### config.mk
export PLATFORM = sky130hd
export DESIGN_NAME = mem_lsu_flat
export DESIGN_NICKNAME = d
export VERILOG_FILES = /design/src/rtl/mem_lsu_if.sv /design/src/rtl/mem_lsu.sv /design/src/flat_wrapper.sv
export SDC_FILE = /design/constraint.sdc
export NUM_CORES = 1
export LEC_CHECK = 0
export ABC_CLOCK_PERIOD_IN_PS = 3600
export BUFFER_PORTS_ARGS = -buffer_cell sky130_fd_sc_hd__buf_2
export CAP_MARGIN = 15
export CORE_MARGIN = 1
export CORE_UTILIZATION = 45
export DETAILED_ROUTE_END_ITERATION = 8
export PLACE_DENSITY_LB_ADDON = 0.3
export SETUP_SLACK_MARGIN = 0.2
export SYNTH_ARGS = -nofsm -noshare
export SYNTH_HDL_FRONTEND = slang
export SYNTH_SLANG_ARGS = --single-unit
### constraint.sdc
create_clock -name clk_i -period 3.6 [get_ports clk_i]
set_input_delay 0.18 -clock clk_i [delete_from_list [all_inputs] [get_ports clk_i]]
set_output_delay 0.18 -clock clk_i [all_outputs]
set_load 0.03 [all_outputs]
### src/rtl/mem_lsu_if.sv
// Client/memory bundle for the single-outstanding load/store unit.
// slave is the LSU's view; master is the client-plus-memory side that drives it.
interface mem_lsu_if #(
    parameter int WIDTH      = 32,
    parameter int ADDR_WIDTH = 10
);
    logic                  req_valid;
    logic                  req_ready;
    logic                  req_write;
    logic [ADDR_WIDTH+1:0] req_addr;
    logic [WIDTH-1:0]      req_wdata;
    logic                  rsp_valid;
    logic                  rsp_ready;
    logic [WIDTH-1:0]      rsp_rdata;
    logic                  rsp_err;
    logic                  mem_mode;
    logic [ADDR_WIDTH-1:0] mem_addr;
    logic [WIDTH-1:0]      mem_wdata;
    logic [WIDTH-1:0]      mem_rdata;

    modport slave (
        input  req_valid, req_write, req_addr, req_wdata, rsp_ready, mem_rdata,
        output req_ready, rsp_valid, rsp_rdata, rsp_err, mem_mode, mem_addr, mem_wdata
    );

    modport master (
        output req_valid, req_write, req_addr, req_wdata, rsp_ready, mem_rdata,
        input  req_ready, rsp_valid, rsp_rdata, rsp_err, mem_mode, mem_addr, mem_wdata
    );
endinterface

### src/rtl/mem_lsu.sv
// Load/store unit: one request at a time, checked for alignment and range,
// issued to a fixed-latency word memory, answered with a held response.
module mem_lsu #(
    parameter int WIDTH        = 32,
    parameter int ADDR_WIDTH   = 10,
    parameter int MEMORY_DEPTH = 1024,
    parameter int READ_LATENCY = 1
) (
    input  logic        clk_i,
    input  logic        reset_i,
    mem_lsu_if.slave    bus,
    output logic [15:0] cnt_rd_o,
    output logic [15:0] cnt_wr_o,
    output logic [15:0] cnt_err_o
);
    typedef enum logic [1:0] {IDLE, ISSUE, WAIT, RESP} state_t;

    localparam logic [31:0] BYTE_LIMIT = 32'(MEMORY_DEPTH) * 32'd4;

    state_t                state_q, state_d;
    logic                  write_q, write_d;
    logic                  err_q, err_d;
    logic [ADDR_WIDTH-1:0] addr_q, addr_d;
    logic [WIDTH-1:0]      wdata_q, wdata_d;
    logic [WIDTH-1:0]      rdata_q, rdata_d;
    logic [2:0]            wait_q, wait_d;
    logic [15:0]           cnt_rd_q, cnt_rd_d;
    logic [15:0]           cnt_wr_q, cnt_wr_d;
    logic [15:0]           cnt_err_q, cnt_err_d;
    logic                  req_bad;

    function automatic logic [15:0] sat_inc(input logic [15:0] v);
        return (v == 16'hFFFF) ? v : v + 16'd1;
    endfunction

    assign req_bad = (bus.req_addr[1:0] != 2'b00) || (32'(bus.req_addr) >= BYTE_LIMIT);

    always_comb begin
        state_d   = state_q;
        write_d   = write_q;
        err_d     = err_q;
        addr_d    = addr_q;
        wdata_d   = wdata_q;
        rdata_d   = rdata_q;
        wait_d    = wait_q;
        cnt_rd_d  = cnt_rd_q;
        cnt_wr_d  = cnt_wr_q;
        cnt_err_d = cnt_err_q;
        case (state_q)
            IDLE: begin
                if (bus.req_valid) begin
                    write_d = bus.req_write;
                    if (req_bad) begin
                        // Rejected requests never touch the memory port registers.
                        state_d = RESP;
                        err_d   = 1'b1;
                        rdata_d = '0;
                    end else begin
                        state_d = ISSUE;
                        err_d   = 1'b0;
                        addr_d  = bus.req_addr[ADDR_WIDTH+1:2];
                        wdata_d = bus.req_wdata;
                    end
                end
            end
            ISSUE: begin
                if (write_q) begin
                    state_d = RESP;
                    rdata_d = '0;
                end else begin
                    state_d = WAIT;
                    wait_d  = 3'(READ_LATENCY);
                end
            end
            WAIT: begin
                wait_d = wait_q - 3'd1;
                if (wait_q == 3'd1) begin
                    state_d = RESP;
                    rdata_d = bus.mem_rdata;
                end
            end
            RESP: begin
                if (bus.rsp_ready) begin
                    state_d = IDLE;
                    if (err_q)        cnt_err_d = sat_inc(cnt_err_q);
                    else if (write_q) cnt_wr_d  = sat_inc(cnt_wr_q);
                    else              cnt_rd_d  = sat_inc(cnt_rd_q);
                end
            end
            default: state_d = IDLE;
        endcase
    end

    always_ff @(posedge clk_i or posedge reset_i) begin
        if (reset_i) begin
            state_q   <= IDLE;
            write_q   <= 1'b0;
            err_q     <= 1'b0;
            addr_q    <= '0;
            wdata_q   <= '0;
            rdata_q   <= '0;
            wait_q    <= 3'd0;
            cnt_rd_q  <= 16'd0;
            cnt_wr_q  <= 16'd0;
            cnt_err_q <= 16'd0;
        end else begin
            state_q   <= state_d;
            write_q   <= write_d;
            err_q     <= err_d;
            addr_q    <= addr_d;
            wdata_q   <= wdata_d;
            rdata_q   <= rdata_d;
            wait_q    <= wait_d;
            cnt_rd_q  <= cnt_rd_d;
            cnt_wr_q  <= cnt_wr_d;
            cnt_err_q <= cnt_err_d;
        end
    end

    // Write strobe is decoded from state so an asynchronous reset drops it at once.
    assign bus.req_ready = (state_q == IDLE);
    assign bus.rsp_valid = (state_q == RESP);
    assign bus.rsp_rdata = rdata_q;
    assign bus.rsp_err   = err_q;
    assign bus.mem_mode  = (state_q == ISSUE) && write_q;
    assign bus.mem_addr  = addr_q;
    assign bus.mem_wdata = wdata_q;

    assign cnt_rd_o  = cnt_rd_q;
    assign cnt_wr_o  = cnt_wr_q;
    assign cnt_err_o = cnt_err_q;
endmodule

### src/flat_wrapper.sv
// flat-port wrapper written by rule: the top's interface ports become plain ports
module mem_lsu_flat 
#(
    parameter int WIDTH        = 32,
    parameter int ADDR_WIDTH   = 10,
    parameter int MEMORY_DEPTH = 1024,
    parameter int READ_LATENCY = 1
)
  (clk_i, reset_i, cnt_rd_o, cnt_wr_o, cnt_err_o, bus_req_valid, bus_req_write, bus_req_addr, bus_req_wdata, bus_rsp_ready, bus_mem_rdata, bus_req_ready, bus_rsp_valid, bus_rsp_rdata, bus_rsp_err, bus_mem_mode, bus_mem_addr, bus_mem_wdata);
  mem_lsu_if #(.WIDTH(WIDTH), .ADDR_WIDTH(ADDR_WIDTH)) bus_i ();
  input  logic clk_i;
  input  logic reset_i;
  output logic [15:0] cnt_rd_o;
  output logic [15:0] cnt_wr_o;
  output logic [15:0] cnt_err_o;
  input wire logic [$bits(bus_i.req_valid)-1:0] bus_req_valid;
  input wire logic [$bits(bus_i.req_write)-1:0] bus_req_write;
  input wire logic [$bits(bus_i.req_addr)-1:0] bus_req_addr;
  input wire logic [$bits(bus_i.req_wdata)-1:0] bus_req_wdata;
  input wire logic [$bits(bus_i.rsp_ready)-1:0] bus_rsp_ready;
  input wire logic [$bits(bus_i.mem_rdata)-1:0] bus_mem_rdata;
  output wire logic [$bits(bus_i.req_ready)-1:0] bus_req_ready;
  output wire logic [$bits(bus_i.rsp_valid)-1:0] bus_rsp_valid;
  output wire logic [$bits(bus_i.rsp_rdata)-1:0] bus_rsp_rdata;
  output wire logic [$bits(bus_i.rsp_err)-1:0] bus_rsp_err;
  output wire logic [$bits(bus_i.mem_mode)-1:0] bus_mem_mode;
  output wire logic [$bits(bus_i.mem_addr)-1:0] bus_mem_addr;
  output wire logic [$bits(bus_i.mem_wdata)-1:0] bus_mem_wdata;
  assign bus_i.req_valid = bus_req_valid;
  assign bus_i.req_write = bus_req_write;
  assign bus_i.req_addr = bus_req_addr;
  assign bus_i.req_wdata = bus_req_wdata;
  assign bus_i.rsp_ready = bus_rsp_ready;
  assign bus_i.mem_rdata = bus_mem_rdata;
  assign bus_req_ready = bus_i.req_ready;
  assign bus_rsp_valid = bus_i.rsp_valid;
  assign bus_rsp_rdata = bus_i.rsp_rdata;
  assign bus_rsp_err = bus_i.rsp_err;
  assign bus_mem_mode = bus_i.mem_mode;
  assign bus_mem_addr = bus_i.mem_addr;
  assign bus_mem_wdata = bus_i.mem_wdata;
  mem_lsu #(.WIDTH(WIDTH), .ADDR_WIDTH(ADDR_WIDTH), .MEMORY_DEPTH(MEMORY_DEPTH), .READ_LATENCY(READ_LATENCY)) u_core (.clk_i(clk_i), .reset_i(reset_i), .bus(bus_i), .cnt_rd_o(cnt_rd_o), .cnt_wr_o(cnt_wr_o), .cnt_err_o(cnt_err_o));
endmodule
[After elaboration in Yosys (flattened, before gate mapping)]
Cells that the tools add are included.
Word-level totals
  output and inout bits: 126
  word-level logic and storage cells: 60
  bits of input ports: 81
  register bits: 129
Cells by class
  add/subtract/negate cells: 4
  reduce and logical (&&, ||, !) cells: 13
  multiplexer cells: 14
  bitwise logic cells: 6
  equal/unequal tests: 13
Operator list (number)
  $mux W32: 4
  $pmux W32 S3: 1
  $add A16 B1 Y16 const B: 3
  $eq A16 B16 Y1 const B: 3
  $reduce_and A5 Y1: 3
  $mux W2: 4
  $pmux W2 S4: 1
  $ne A2 B1 Y1 const B: 3
  $ne A2 B2 Y1 const B: 3
  $not A1 Y1: 6
  $pmux W3 S2: 1
  $reduce_and A3 Y1: 2
  $eq A2 B2 Y1 const B: 2
  $reduce_and A2 Y1: 2
  $reduce_and A4 Y1: 1
  $reduce_bool A2 Y1: 2
  $eq A3 B1 Y1 const B: 1
  $mux W3: 1
  $reduce_bool A3 Y1: 1
  $sub A3 B1 Y3 const B: 1
  $eq A2 B1 Y1 const B: 1
  $logic_not A2 Y1: 1
  $mux W1: 2
  $logic_and A1 B1 Y1: 1

[Logic depth before layout (Yosys ltp)]
  word-level depth: 4
  mapped depth: 7
  depth with buffers taken out: 6

[Worst setup path before layout]
Ideal clock, no wire load.
  path kind: register to register
  start point: reg u_core.state_q[0]
  end point: reg u_core.wdata_q[0] (netlist: u_core.bus.mem_wdata[0])
  path slack: 1525 ps
  data required time: 3475 ps
  stages on the path, launching flop included: 7
  data arrival time: 1950 ps
  library setup time: 125 ps
  period minus slack after synthesis: 2075 ps
  buffers on the path: 1
  cell sequence: dfrtp_1 > inv_1 > ha_1 > nand2_1 > nor3_2 > buf_2 > mux2_2
Between the ends
  longest elaborated chain between the ends: 2
RTL lines
  from (decl): RTL line mem_lsu.sv:20  | state_t state_q, state_d;
  from (signal assigned): RTL line mem_lsu.sv:107  | state_q <= state_d;
  $logic_not A2 Y1
  net bus_req_ready: RTL line flat_wrapper.sv:22  | output wire logic [$bits(bus_i.req_ready)-1:0] bus_req_ready;
  $reduce_and A3 Y1 (no line)
  to (signal assigned): RTL line mem_lsu.sv:111  | wdata_q <= wdata_d;
  to (decl): RTL line mem_lsu.sv:24  | logic [WIDTH-1:0] wdata_q, wdata_d;
The timed path passes the listed nets, and every way through them passes these cells.
A chain may end at the register's enable or synchronous reset.

[Worst setup path in the final report]
  start point: reg u_core.state_q[0]
  end point: reg u_core.rdata_q[16] (netlist: u_core.bus.rsp_rdata[16])
Between the ends
  longest elaborated chain between the ends: 3
  elaborated cells on any way between the ends: 10
  classes of those cells: 6 x eq/ne; 1 x mux; 3 x reduce/logical
RTL lines
  $eq A2 B1 Y1, or another cell as far along: RTL line mem_lsu.sv:49  | case (state_q)
  $ne A2 B1 Y1 (no line), or another cell as far along
  $reduce_and A5 Y1 (no line)
  to (signal assigned): RTL line mem_lsu.sv:112  | rdata_q <= rdata_d;
  to (decl): RTL line mem_lsu.sv:25  | logic [WIDTH-1:0] rdata_q, rdata_d;
Several ways; a longest one is shown, not always the timed one.

==> flow_results.org <==
** Finish
- The library cell used most frequently in the layout, excluding fill and tap cells, is sky130_fd_sc_hd__buf_2.
- Area overhead of the layout relative to synthesis :: 40.54%
- The net count of the finished layout is 850.
- In the final layout, flip-flops and latches occupy 3228 um2.
- Number of filler cells placed in the layout :: 1040
- Most frequent cells in the layout :: 206 x sky130_fd_sc_hd__buf_2, 129 x sky130_fd_sc_hd__dfrtp_1, 55 x sky130_fd_sc_hd__dlygate4sd3_1
- Area of all placed cells without fillers :: 8185 um2
- The multi-input combinational cells in the finished layout cover a total of 2371 um2.
- Fraction of layout cells with a size suffix above 1 :: 38.91%

** Die
- Once the floorplan was initialized, standard cells occupied 46.15% of the core.
- The die is 115.8 um tall.
- The core region is 12620 um2.
- Die width :: 115.8 um
- The floorplan step defined a die boundary enclosing 13400 um2.
- Cell row count :: 41
- I/O pins :: 207

** Pwr
- Net load switching power :: 0.002446 W
- Power consumption :: 0.006243 W
- Cell internal power was estimated by the tool at 0.003797 W.
- VDD sags by at most 0.0004725 V.
- In this run the power density over the cells is 762.7 nW/um2.
- Part of the power in the clock network :: 26.4%
- In this run switching power makes up 39.17% of total power.
- In this run the static leakage power is 4.201 nW.
- In this run, the combinational gates consume 39.5% of the power.
- Of the total power, registers draw 34.1%.

** Synth
- Post-synthesis sequential element count :: 129
- Cell count after synthesis :: 490
- Leading register cell type out of synthesis :: sky130_fd_sc_hd__dfrtp_1
- A synthesized cell averages 11.89 um2.
- FFs w/ async S/R, synth :: 100.0%
- Yosys mapped a number of flops with a built-in enable equal to 0.
- Number of distinct standard cells referenced by the synthesized netlist :: 44
- Largest area contributor in the synthesized netlist :: sky130_fd_sc_hd__dfrtp_1
- Post-Syn Area :: 5824 um2
- Of the post-synthesis cell area, the dominant cell type holds 55.42%.
- Of the synthesized area, sequential elements account for 55.42%.
- Yosys synthesis warning count :: 0
- Ranked by total cell area, the synthesized netlist is headed by sky130_fd_sc_hd__dfrtp_1 55%, sky130_fd_sc_hd__mux2_2 9.1%, sky130_fd_sc_hd__mux2i_1 5.5%.
- Post-synth net total :: 582

** Timing
- RSZ-0062 raised after global routing :: no
- Pin slew with the least headroom to its limit :: 0.9665 ns
- Setup slack closes at 1.260 ns.
- The clock period could shrink to 2.340 ns.
- The number of slew-limit violations in the final report is 0.
- For the final database, setup skew stands at 0.008132 ns.
- Final period utilization :: 64.99%
- Adding up every negative setup slack in the final design gives 0 ns.
- Highest clock frequency the design can meet :: 427.4 MHz
- Total setup violations reported at the end of the flow :: 0
- In this run the tightest slew margin relative to its limit is 35.34%.
- Fin. Hold Viols :: 0

** Drt
- The detailed router placed 4711 vias in this run.
- In the routed layout, each cell is associated on average with a via count of 4.990.
- Average routed wire per standard cell :: 15.03 um
- Number of DRC markers in iteration 0 :: 186
- Length of the first detailed-routing pass in iterations :: 5
- In the routed design, unresolved DRC markers number 0.
- The count of nets left with antenna violations once routing finished came out at 0.
- Summed over all layers, the routed wires come to 14.19 mm.

** Clock tree
- CTS Buffer Depth :: 2
- After clock tree synthesis, the clock-pin slew on the worst setup and hold paths is 0.06 ns.
- TritonCTS built the clock tree.
- Clock sink count :: 129
- H-tree Lvls :: 4
- The cell sitting at the root of the clock tree is a sky130_fd_sc_hd__clkbuf_16.
- CTS-repair resized insts :: 0
- TritonCTS Buffers :: 17
- Clock latency on the worst-skew pair, taken at its later pin, is 0.41 ns.

** Placement
- Area after detailed placement :: 7061 um2
- Pre-CTS setup slack :: 1.224 ns
- # port buffers :: 206
- The wire-length estimate of the detail-placed layout is 9.564 mm.
- The congestion estimate from routability-driven global placement came to 0.8313.

** Hold path
- Worst hold path depth :: 3
- Hold path start :: bus_mem_rdata[5]
- The worst hold path belongs to the class in -> reg.
- Worst hold endpoint :: u_core.bus.rsp_rdata[5]

** Run
- Maximum capacitance violations :: 0

** Worst setup path
- Slowest stage cell, crit path :: sky130_fd_sc_hd__nand2_2
- The worst register-to-register path has a depth of 6.
- The critical path runs through a total of 6 cells.
- For the worst setup path, the data required time is 3.91 ns.
- Worst-path maximum fanout :: 37
- Data arrival time of the critical path :: 2.65 ns
- Traced cell by cell, the critical path runs through inv_1, ha_1, buf_4, a21oi_1, nand2_2, mux2i_1.
- Register-to-register path setup slack :: 1.26 ns
- Family with the most delay on the worst path :: simple AND/OR/NAND/NOR gates
- The worst setup path is captured at a flop.
- Together, buffers and inverters on the worst path number 2.
- Startpoint class of the critical path :: flop
- Worst reg2reg endpoint :: u_core.bus.rsp_rdata[16]
- Type of the setup path with the least slack :: reg -> reg
- Worst reg2reg startpoint :: u_core.state_q[0]
- For this run, the slowest stage of the critical path takes 0.72 ns.

** GRT
- Via count of the first global-routing pass :: 4835
- Largest net degree at the start of global routing :: 61
- Initial antenna violation count :: 1
- The first global-routing pass estimated 23.00 mm of wire.
- Tot GR Track Use :: 22.47%
- Final global-route overflow total :: 0

** Status
- The run finished with clean final reports.
[registers in the layout, summed over array words and instances, names as in the netlist]
register / count
u_core.bus.mem_addr: 10
u_core.bus.mem_wdata: 32
u_core.bus.rsp_err: 1
u_core.bus.rsp_rdata: 32
u_core.cnt_err_o: 16
u_core.cnt_rd_o: 16
u_core.cnt_wr_o: 16
u_core.state_q: 2
u_core.wait_q: 3
u_core.write_q: 1
[final cells by class]
cell class	instances	share of cell area [%]
well taps	172	2.629
diodes	1	0.03057
multi-input cells	302	28.97
repair buffers	267	20.02
inverters	41	1.926
clock inverters	12	1.406
clock buffers	20	5.579
flip-flops and latches	129	39.44
[stage by stage]
step	hold slack [ns]	cells	util, %
6_report	0.01788	944	64.86
5_1_grt	0.01135	944	64.86
4_1_cts	0.0002061	942	64.76
3_5_place_dp	0.3308	856	55.95
3_3_place_gp	0.2973	856	55.95
2_1_floorplan	0.3225	490	-
[cell families (layout without fill, tap and decap cells)]
kind of cell             after synthesis  after routing  synth area share [%]
flip-flops                           129            129                 55.42
buffers and inverters                 59            340                 4.125
XOR/XNOR                              42             42                 6.316
AO/OA/AOI/OAI                         30             30                 3.652
adder cells (fa/ha/maj)               11             11                 2.363
AND/OR/NAND/NOR                      140            140                 13.53
other                                  0              1                     0
multiplexers                          79             79                 14.59
[per-layer routing]
metal / wire length (um) / share of wire, % / vias up / global-route usage (%)
met5: 0 / 0 / - / 0
met4: 403 / 2.8 / 0 / 11.71
met3: 636 / 4.5 / 35 / 5.230
met2: 7475 / 53 / 143 / 39.56
met1: 5674 / 40 / 2308 / 25.39
li1: - / - / 2225 / -
[worst register-to-register path, stage by stage (launching register included)]
cell                      delay, ns
sky130_fd_sc_hd__dfrtp_1       0.41
sky130_fd_sc_hd__inv_1         0.16
sky130_fd_sc_hd__ha_1          0.17
sky130_fd_sc_hd__buf_4         0.34
sky130_fd_sc_hd__a21oi_1       0.14
sky130_fd_sc_hd__nand2_2       0.72
sky130_fd_sc_hd__mux2i_1       0.31
[power by group through the flow]
stage                     sequential (W)  clock (W)  combinational (W)
after global placement           0.00210          0            0.00235
after floorplan                  0.00282          0            0.00103
after global routing             0.00218    0.00175            0.00265
after CTS                        0.00212    0.00169            0.00248
final                            0.00213    0.00165            0.00247
after detailed placement         0.00214          0            0.00243
[synthesized netlist by cell type (2+ instances only)]
cell	n
sky130_fd_sc_hd__nor2_1	9
sky130_fd_sc_hd__mux2i_1	32
sky130_fd_sc_hd__o21bai_1	2
sky130_fd_sc_hd__xor2_1	24
sky130_fd_sc_hd__a221oi_1	2
sky130_fd_sc_hd__xnor2_1	18
sky130_fd_sc_hd__ha_1	11
sky130_fd_sc_hd__inv_1	41
sky130_fd_sc_hd__mux2_2	47
sky130_fd_sc_hd__and2_1	5
sky130_fd_sc_hd__and4_1	5
sky130_fd_sc_hd__nor3b_1	4
sky130_fd_sc_hd__buf_2	9
sky130_fd_sc_hd__nand3_1	13
sky130_fd_sc_hd__nor4b_1	2
sky130_fd_sc_hd__nor4_4	2
sky130_fd_sc_hd__nor3_1	12
sky130_fd_sc_hd__and3_1	5
sky130_fd_sc_hd__clkbuf_1	8
sky130_fd_sc_hd__nand2_1	47
sky130_fd_sc_hd__nand4_1	15
sky130_fd_sc_hd__o211ai_1	5
sky130_fd_sc_hd__nor4_1	5
sky130_fd_sc_hd__dfrtp_1	129
sky130_fd_sc_hd__o21ai_0	7
sky130_fd_sc_hd__o2111ai_1	6
sky130_fd_sc_hd__a21oi_1	4
sky130_fd_sc_hd__nand2b_1	5
[worst max-delay path by stage]
| stage | from | endpoint | slack, ns |
|---|---|---|---|
| 2_1_floorplan | u_core.state_q[0] | u_core.bus.mem_wdata[0] | 1.53 |
| 3_3_place_gp | u_core.state_q[0] | u_core.bus.rsp_rdata[28] | 1.34 |
| 3_5_place_dp | u_core.state_q[0] | u_core.bus.rsp_rdata[24] | 1.22 |
| 4_1_cts | u_core.state_q[0] | u_core.bus.rsp_rdata[8] | 1.23 |
| 5_1_grt | u_core.state_q[0] | u_core.bus.rsp_rdata[28] | 1.09 |
| 6_report | u_core.state_q[0] | u_core.bus.rsp_rdata[16] | 1.26 |
[repair_timing]
action,4_1_cts,5_1_grt
hold buffers,54,1
endpoints found under the hold margin,82,1
setup buffers,0,0
No activity file was read; power rests on OpenSTA's default activity.
